**src/rtl/instruction_fetch_m.sv**
```systemverilog
// -----------------------------------------------------------------------------
// instruction_fetch_m
//
// LEGv8 instruction fetch stage sitting directly in front of decoder_m.
// Owns the program counter, fetches one 32-bit word at a time from
// instruction memory over a req/ack handshake and hands each word, tagged
// with its PC, to the decoder over a valid/ready handshake.  Branch
// resolution from decode/execute redirects the PC; any fetch that was in
// flight when the redirect arrived is drained and its data discarded.
//
// Ports
//   clk           : clock, all state changes on the rising edge
//   reset         : asynchronous active-high reset
//   imem_req      : fetch request, held until imem_ack
//   imem_addr     : fetch address, stable while imem_req is high
//   imem_ack      : memory completed the request, imem_rdata valid
//   imem_rdata    : fetched instruction word
//   instruction   : instruction presented to the decoder
//   instr_pc      : PC of instruction
//   instr_valid   : instruction/instr_pc valid
//   decode_ready  : decoder accepts this cycle
//   br_uncond     : unconditional branch taken
//   br_cond       : conditional branch (CBZ/CBNZ)
//   br_zero       : condition result for br_cond
//   br_is_cb      : 1 -> 19-bit offset, 0 -> 26-bit offset
//   br_imm        : branch immediate field
//   br_pc         : PC of the branch instruction
//   fetch_count   : number of instructions accepted by the decoder
// -----------------------------------------------------------------------------
module instruction_fetch_m #(
  parameter int                  PC_WIDTH = 64,
  parameter logic [PC_WIDTH-1:0] RESET_PC = '0
) (
  input  logic                clk,
  input  logic                reset,
  output logic                imem_req,
  output logic [PC_WIDTH-1:0] imem_addr,
  input  logic                imem_ack,
  input  logic [31:0]         imem_rdata,
  output logic [31:0]         instruction,
  output logic [PC_WIDTH-1:0] instr_pc,
  output logic                instr_valid,
  input  logic                decode_ready,
  input  logic                br_uncond,
  input  logic                br_cond,
  input  logic                br_zero,
  input  logic                br_is_cb,
  input  logic [25:0]         br_imm,
  input  logic [PC_WIDTH-1:0] br_pc,
  output logic [31:0]         fetch_count
);

  // S_DROP: a redirect arrived while a request was outstanding; the old
  // request must still be completed (one outstanding request at most) and
  // its data thrown away before fetching from the new PC.
  typedef enum logic [1:0] {
    S_IDLE = 2'd0,
    S_REQ  = 2'd1,
    S_DROP = 2'd2,
    S_OUT  = 2'd3
  } state_t;

  state_t              r_state;
  state_t              w_state_next;
  logic [PC_WIDTH-1:0] r_pc;
  logic [PC_WIDTH-1:0] w_pc_next;
  logic [PC_WIDTH-1:0] r_addr;
  logic [PC_WIDTH-1:0] w_addr_next;
  logic [PC_WIDTH-1:0] r_instr_pc;
  logic [PC_WIDTH-1:0] w_instr_pc_next;
  logic [31:0]         r_instr;
  logic [31:0]         w_instr_next;
  logic [31:0]         r_count;
  logic [31:0]         w_count_next;
  logic                r_req;
  logic                w_req_next;
  logic                r_valid;
  logic                w_valid_next;

  logic                w_redirect;
  logic [PC_WIDTH-1:0] w_imm_sext;
  logic [PC_WIDTH-1:0] w_offset;
  logic [PC_WIDTH-1:0] w_target;

  // Branch target: sign-extend the selected immediate, scale to bytes, add to br_pc.
  always_comb begin
    w_redirect = br_uncond | (br_cond & br_zero);
    if (br_is_cb) begin
      w_imm_sext = {{(PC_WIDTH-19){br_imm[18]}}, br_imm[18:0]};
    end else begin
      w_imm_sext = {{(PC_WIDTH-26){br_imm[25]}}, br_imm};
    end
    w_offset = w_imm_sext << 2;
    // Modular add: targets wrap around the address space silently.
    w_target = br_pc + w_offset;
  end

  // Next-state, next-PC and capture logic for the fetch FSM.
  always_comb begin
    w_state_next    = r_state;
    w_pc_next       = r_pc;
    w_instr_next    = r_instr;
    w_instr_pc_next = r_instr_pc;
    w_count_next    = r_count;

    case (r_state)
      S_IDLE: begin
        w_state_next = S_REQ;
        if (w_redirect) begin
          w_pc_next = w_target;
        end else begin
          w_pc_next = r_pc;
        end
      end

      S_REQ: begin
        if (w_redirect) begin
          w_pc_next = w_target;
          if (imem_ack) begin
            // Data returned for a now-stale PC: drop it, refetch at once.
            w_state_next = S_REQ;
          end else begin
            w_state_next = S_DROP;
          end
        end else if (imem_ack) begin
          w_instr_next    = imem_rdata;
          w_instr_pc_next = r_pc;
          w_pc_next       = r_pc + PC_WIDTH'(3'd4);
          w_state_next    = S_OUT;
        end else begin
          w_state_next = S_REQ;
        end
      end

      S_DROP: begin
        if (w_redirect) begin
          w_pc_next = w_target;
        end else begin
          w_pc_next = r_pc;
        end
        if (imem_ack) begin
          w_state_next = S_REQ;
        end else begin
          w_state_next = S_DROP;
        end
      end

      S_OUT: begin
        // A redirect squashes the presented word even if the decoder is ready.
        if (w_redirect) begin
          w_pc_next    = w_target;
          w_state_next = S_REQ;
        end else if (decode_ready) begin
          w_count_next = r_count + 32'd1;
          w_state_next = S_REQ;
        end else begin
          w_state_next = S_OUT;
        end
      end

      default: begin
        w_state_next = S_IDLE;
      end
    endcase
  end

  // Moore outputs computed from the next state so they leave the block registered.
  always_comb begin
    w_req_next   = (w_state_next == S_REQ) || (w_state_next == S_DROP);
    w_valid_next = (w_state_next == S_OUT);
    // While draining a stale request the bus address must not move; in S_REQ
    // r_addr already equals the PC of the outstanding request.
    if (w_state_next == S_DROP) begin
      w_addr_next = r_addr;
    end else begin
      w_addr_next = w_pc_next;
    end
  end

  // State and datapath registers with asynchronous reset.
  always_ff @(posedge clk or posedge reset) begin
    if (reset) begin
      r_state    <= S_IDLE;
      r_pc       <= RESET_PC;
      r_addr     <= RESET_PC;
      r_instr    <= 32'd0;
      r_instr_pc <= '0;
      r_count    <= 32'd0;
      r_req      <= 1'b0;
      r_valid    <= 1'b0;
    end else begin
      r_state    <= w_state_next;
      r_pc       <= w_pc_next;
      r_addr     <= w_addr_next;
      r_instr    <= w_instr_next;
      r_instr_pc <= w_instr_pc_next;
      r_count    <= w_count_next;
      r_req      <= w_req_next;
      r_valid    <= w_valid_next;
    end
  end

  assign imem_req    = r_req;
  assign imem_addr   = r_addr;
  assign instruction = r_instr;
  assign instr_pc    = r_instr_pc;
  assign instr_valid = r_valid;
  assign fetch_count = r_count;

endmodule

```
**config.mk**
```make
export PLATFORM = sky130hd
export DESIGN_NAME = instruction_fetch_m
export DESIGN_NICKNAME = d
export VERILOG_FILES = /design/src/rtl/instruction_fetch_m.sv
export SDC_FILE = /design/constraint.sdc
export NUM_CORES = 1
export LEC_CHECK = 0
export CAP_MARGIN = 20
export CORE_MARGIN = 2
export CORE_UTILIZATION = 50
export DETAILED_ROUTE_END_ITERATION = 7
export DONT_BUFFER_PORTS = 1
export PLACE_DENSITY = 0.63
export SLEW_MARGIN = 20
export SYNTH_ARGS = -nofsm -noshare
export SYNTH_HDL_FRONTEND = slang
export SYNTH_SLANG_ARGS = --single-unit
```
**constraint.sdc**
```tcl
create_clock -name clk -period 13.2 [get_ports clk]
set_input_delay 1.32 -clock clk [delete_from_list [all_inputs] [get_ports clk]]
set_output_delay 1.32 -clock clk [all_outputs]
set_load 0.005 [all_outputs]
```
==> results of run 1 <==
## registers in the layout, indices dropped and copies added (netlist names)
| signal | count |
|---|---|
| instr_pc | 64 |
| r_pc | 64 |
| instruction | 32 |
| r_state | 2 |
| imem_req | 1 |
| fetch_count | 32 |
| imem_addr | 64 |
| instr_valid | 1 |
## placed cells by master, fill, tap and decap left out, types with 4 or more instances in the layout
cell and n:
nor2_1 108, mux2_2 142, a211oi_1 10, a21o_1 22
o21ai_0 74, o21ai_1 9, xnor2_1 92, mux2i_1 19
and4_1 10, nand2_1 156, o221ai_1 6, o211a_1 4
nor3b_1 4, inv_1 36, dfrtp_1 260, nor3_1 18
and3_1 23, buf_4 5, ha_1 67, clkbuf_16 27
o31ai_1 6, clkinv_2 7, or3_1 9, o21bai_1 20
nand3_1 43, o31a_1 4, nor2b_1 8, nand4_1 47
a221o_1 5, o22ai_1 7, xor2_1 54, a21oi_1 100
o21a_1 6, a31oi_1 9, clkbuf_8 8
## cells by family (layout without fill, tap and decap cells)
| logic type | count (synthesis) | count (layout) | synth area share (%) |
|---|---|---|---|
| and+or+nand+nor | 458 | 458 | 15.17 |
| xor gates and xnor gates | 146 | 146 | 8.439 |
| muxes | 161 | 161 | 11.81 |
| DFF | 260 | 260 | 42.94 |
| AOI/OAI and AO/OA | 313 | 313 | 13.11 |
| adders and majority gates | 68 | 68 | 5.665 |
| buffers and inverters | 114 | 91 | 2.865 |
## path summary, 6_finish.rpt
path                                 start               to
worst max-delay path               br_cond    imem_addr[60]
worst min-delay path               r_pc[1]          r_pc[1]
worst max register to register  r_state[0]    imem_addr[33]
worst min register to register     r_pc[1]          r_pc[1]
max in group asynchronous            reset    imem_addr[49]
min in group asynchronous            reset  instruction[23]
## power by group through the flow
| stage | combinational [mW] | sequential (mW) | clock, mW |
|---|---|---|---|
| after floorplan | 0.565 | 1.25 | 0 |
| after detailed placement | 0.704 | 1.40 | 0 |
| after CTS | 0.709 | 1.38 | 0.776 |
| after global routing | 0.783 | 1.42 | 0.813 |
| after global placement | 0.688 | 1.39 | 0 |
| final | 0.708 | 1.38 | 0.761 |
## per-layer routing
layer / part of all wire (%) / vias up / global-route usage [%]
li1: - / 5363 / -
met1: 43 / 5525 / 34.68
met2: 46 / 386 / 40.79
met3: 9.3 / 58 / 7.417
met4: 2.1 / 0 / 6.523
met5: 0 / - / 0
## cell usage after synthesis (9+ instances only)
cell,n,area share (%)
a31oi_1,9,0.37
a21oi_1,100,3.3
mux2_2,142,11
inv_1,39,0.97
o21bai_1,20,0.99
xor2_1,54,3.1
nand3_1,43,1.4
nand4_1,47,1.9
ha_1,67,5.5
nor3_1,18,0.59
o21ai_1,9,0.30
and3_1,23,0.95
xnor2_1,92,5.3
dfrtp_1,260,43
or3_1,9,0.37
nor2_1,108,2.7
a21o_1,23,1.1
a211oi_1,10,0.50
and4_1,10,0.58
nand2_1,157,3.9
mux2i_1,19,1.3
clkbuf_1,63,1.6
o21ai_0,75,2.5
## area by class of cell
class / instances / area, um^2 / area share, %
clock inverters: 10 / 102.6 / 0.6286
multi-input cells: 1146 / 8224 / 50.39
flip-flops and latches: 260 / 6506 / 39.86
clock buffers: 36 / 789.5 / 4.837
repair buffers: 6 / 57.56 / 0.3526
inverters: 39 / 153.9 / 0.9429
well taps: 390 / 488.0 / 2.990
## tightest hold or removal path: cells and delay by family (launching register included)
kind / cells / cell delay [ns]
simple gates: 2 / 0.12
flops: 1 / 0.34
==> results.toml, run 1 <==
[layout]
fin_util_pct = 54.92
final_nets = 1677
final.fill_count = 2644
total_non_filler_cell_area_in_the_finished_layout_um2 = 16320
final_cell_count_no_fill = 1887
n_antenna_cell = 0
drive_above_1_share_pct = 15.36
layout-area-overhead-vs-synth_pct = 7.721

[worst_setup_path]
timing.critical_path.slowest_cell_delay_ns = 0.65
timing.critical_path.depth = 12
critical_path_launch_point_type = "input port"
setup.worst_path.end_class = "flop"
r2r.worst_path.cells = 8
crit_family = "buffers and inverters"
max_stage_delay_cell_worst_path = "buf_4"
cp_max_fo = 77
ff2ff_setup_slack_ns = 9.72
data_required_time_of_the_critical_path_ns = 13.57
cp.buffers_inverters = 3
worst-endpoint-arrival_ns = 4.79
crit_path_cell_trace = "a21o_2 > buf_4 > nor2_1 > nand2_1 > o21ai_0 > a21o_1 > ha_1 > inv_2 > buf_4 > nand2_1 > o22ai_1 > a221oi_1"
critPathKind = "input port to flop"

[pwr]
irDropWorstVdd_mv = 0.07375
internal-power_mw = 1.859
comb_power_share_pct = 24.9
power_mw = 2.845
p_leak_nw = 6.982
switchingPower_uw = 985.5
share_of_total_power_consumed_by_net_switching_pct = 34.65
power.density_nw_per_um2 = 174.3
pwr-share-clk_pct = 26.7
seq_power_share_pct = 48.4

[sta]
post-route-worst-setup-slack_ns = 8.776
drv_slew = 0
pin_slew_with_the_least_headroom_to_its_limit_ns = 0.9617
rsz0062_at_grt = "false"
worst_slew_margin_rel_pct = 35.88
period_needed_ns = 4.424
clock-skew-final_ns = 0.01817
achievable_freq_mhz = 226.1
setup_tns_ns = 0
setup_viol = 0
period_share_pct = 33.51
fin_worst_hold_slack_ns = 0.4916
report.final.hold_viol_count = 0

[logic_synthesis]
synth-seq-cells = 260
netlist_instances = 1520
ys_dominant_reg_cell = "dfrtp_1"
synth_cell_type_count = 75
syn_area_per_cell_um2 = 9.968
part_of_the_yosys_area_used_for_sequential_elements_pct = 42.94
ys_warn_count = 0
synthArstFlopShare_pct = 100.0
area_of_the_mapped_netlist_um2 = 15150
synth.net_count = 1718
synth_edf_count = 0

[clocking]
tritoncts = "done"
cts-buffers-inserted = 26
cts_setup_buffers = 0
path_clk_slew_ns = 0.07
cts-root-buf = "clkbuf_16"
worstSkewPairLatency_ns = 0.54
clock-sinks = 260
ctsResizeCount = 0
clk_path_buf_depth = 3
cts-htree-levels = 1
cts_hold_repair.buffers = 0

[placement]
placement.setup.worst_slack_ns = 8.184
dpl.cell_count = 1841
routabilityCongestion = 0.9003
placed_cell_area_um2 = 15430
port_buffers = 0
dp_hpwl_um = 32210

[global_route]
grt_max_degree = 163
vias_in_the_first_global_route = 10750
grt_remaining_overflow = 0
grt_usage_pct = 25.74
grt_antenna_before_repair = 0
first_pass_grt_wire_length_um = 63250

[run_status]
status = "finished clean"

[drt]
drtPass1Iterations = 5
drt_wl_total_um = 41880
via_count = 11330
wl_per_cell_um = 22.19
dr_vias_cell = 6.005
drt_iter0_drcs = 795
detail-route-antenna-nets = 0
drc = 0

[hold_path]
min_path_type = "flop to flop"
min_delay_path_depth = 2

[floorplanning]
floorplan.io_pins = 324
fp.dieArea_um2 = 31710
chipHeight_um = 178.1
initial_core_util_pct = 50.99
num_rows = 63
floorplan.die.width_um = 178.1
core-area_um2 = 29720

[run]
max_cap_viol_count = 0
No activity file was read; power rests on OpenSTA's default activity.
==> inputs of run 2 (changes only) <==
==> constraint.sdc (replaced) <==
create_clock -name clk -period 4.4 [get_ports clk]
set_input_delay 0.44 -clock clk [delete_from_list [all_inputs] [get_ports clk]]
set_output_delay 0.44 -clock clk [all_outputs]
set_load 0.005 [all_outputs]
==> run 2 against run 1 <==
- register-to-register slack worse by 8.3 ns
- non-clock buffer count up 10
- via count about the same
- sequential cell count unchanged
- power rose to 3.0 times the previous value
- critical path type unchanged
- largest power group unchanged
==> results.toml, run 2 (synthesis gave the netlist of run 1 again) <==
[worst_setup_path]
crit_path_cell_trace = "inv_1 > o21ai_2 > buf_4 > buf_4 > ha_1 > nand2_1 > or3_1 > or3_1 > o21a_1 > o31a_1 > xnor2_1 > o221ai_1"
cp.buffers_inverters = 3
data_required_time_of_the_critical_path_ns = 4.78
cp_max_fo = 19
setup.worst_path.end_class = "flop"
timing.critical_path.slowest_cell_delay_ns = 0.61
critPathKind = "input port to flop"
crit_family = "compound AO/OA/AOI/OAI gates"
worst-endpoint-arrival_ns = 3.75
critical_path_launch_point_type = "input port"
max_stage_delay_cell_worst_path = "o21ai_2"

[pwr]
irDropWorstVdd_mv = 0.2190
p_leak_nw = 7.038
internal-power_mw = 5.633
seq_power_share_pct = 48.0
share_of_total_power_consumed_by_net_switching_pct = 34.56
pwr-share-clk_pct = 27.2
comb_power_share_pct = 24.9
switchingPower_mw = 2.975
power.density_nw_per_um2 = 523.9

[drt]
via_count = 11330
drc = 0
drt_iter0_drcs = 901
drt_wl_total_um = 41740
detail-route-antenna-nets = 0
wl_per_cell_um = 22.02
dr_vias_cell = 5.975
drtPass1Iterations = 6

[clocking]
cts-htree-levels = 1
clock-sinks = 260
cts_setup_buffers = 0
ctsResizeCount = 0
tritoncts = "done"
cts-buffers-inserted = 26
worstSkewPairLatency_ns = 0.53
clk_path_buf_depth = 3
cts-root-buf = "clkbuf_16"
path_clk_slew_ns = 0.06

[layout]
layout_commonest_cell = "dfrtp_1"
layout-area-overhead-vs-synth_pct = 8.448
drive_above_1_share_pct = 15.67
fin_util_pct = 55.29
final_nets = 1687
n_antenna_cell = 0
mostFrequentLayoutCells = "260 x dfrtp_1, 156 x nand2_1, 142 x mux2_2"
total_non_filler_cell_area_in_the_finished_layout_um2 = 16430

[sta]
report.final.hold_viol_count = 0
drv_slew = 0
pin_slew_with_the_least_headroom_to_its_limit_ns = 0.9566
worst_slew_margin_rel_pct = 36.23
post-route-worst-setup-slack_ns = 1.027
period_needed_ns = 3.373
period_share_pct = 76.65
setup_viol = 0
achievable_freq_mhz = 296.5
setup_tns_ns = 0
rsz0062_at_grt = "false"
clock-skew-final_ns = 0.01465

[floorplanning]
chipHeight_um = 178.1
fp.dieArea_um2 = 31710
initial_core_util_pct = 50.99
num_rows = 63
floorplan.io_pins = 324
floorplan.die.width_um = 178.1
core-area_um2 = 29720

[global_route]
groute.layer.met3.usage_pct = 6.799
grt_most_used_layer = "met2"
first_pass_grt_wire_length_um = 64170
grt_usage_pct = 25.86
vias_in_the_first_global_route = 10900
gr-usage-met1_pct = 36.35
met2_usage_pct = 40.62
grt_remaining_overflow = 0
grt_antenna_before_repair = 0
grt_max_degree = 166

[run]
max_cap_viol_count = 0

[placement]
dp_hpwl_um = 32490
routabilityCongestion = 0.9293
placement.setup.worst_slack_ns = 0.4842
placed_cell_area_um2 = 15520
port_buffers = 0

[hold_path]
min_path_type = "input port to flop"

[run_status]
status = "finished clean"
==> run 2: worst paths after layout <==
path / start / end / slack [ns] / cells past startpoint
min in group asynchronous: reset / fetch_count[20] / 0.54 / 3
max reg2reg: r_pc[14] / imem_addr[54] / 1.43 / 9
max: br_imm[25] / imem_addr[63] / 1.03 / 12
min reg2reg: r_pc[0] / r_pc[0] / 0.49 / 2
min: br_pc[0] / r_pc[0] / 0.06 / 2
max in group asynchronous: reset / instr_pc[34] / 2.72 / 4
==> run 2: repair_timing <==
item / 4_1_cts / 5_1_grt
hold endpoints to repair: 28 / 0
hold buffers: 1 / 0
setup endpoints to repair: 0 / 0
==> run 2: power groups by stage <==
stage	Clock [mW]	Sequential (mW)	Combinational (mW)
global route	2.48	4.25	2.38
global placement	0	4.17	2.09
finish	2.34	4.13	2.14
detailed placement	0	4.20	2.13
floorplan	0	3.75	1.69
CTS	2.38	4.15	2.15
==> run 2: final cells by class <==
cell class / count / area [um^2]
tap: 390 / 488.0
multi-input combinational: 1146 / 8224
fill: 2653 / 13290
inverter: 39 / 150.1
timing repair buffer: 16 / 160.2
clock inverter: 12 / 175.2
clock buffer: 33 / 728.2
sequential: 260 / 6506
==> run 2: layer usage <==
| layer | part of all wire, % | wire length [um] |
|---|---|---|
| met2 | 45 | 18820 |
| met4 | 1.5 | 636 |
| met5 | 0 | 0 |
| met1 | 44 | 18330 |
| met3 | 9.5 | 3953 |
==> run 2: through the flow <==
step / hold WS, ns / std cells / total power [mW]
after floorplan: 0.4495 / 1520 / 5.448
after global placement: 0.4597 / 1850 / 6.262
after detailed placement: 0.4560 / 1850 / 6.329
after CTS: 0.04241 / 1896 / 8.681
after global routing: 0.04535 / 1896 / 9.112
final: 0.05993 / 1896 / 8.609
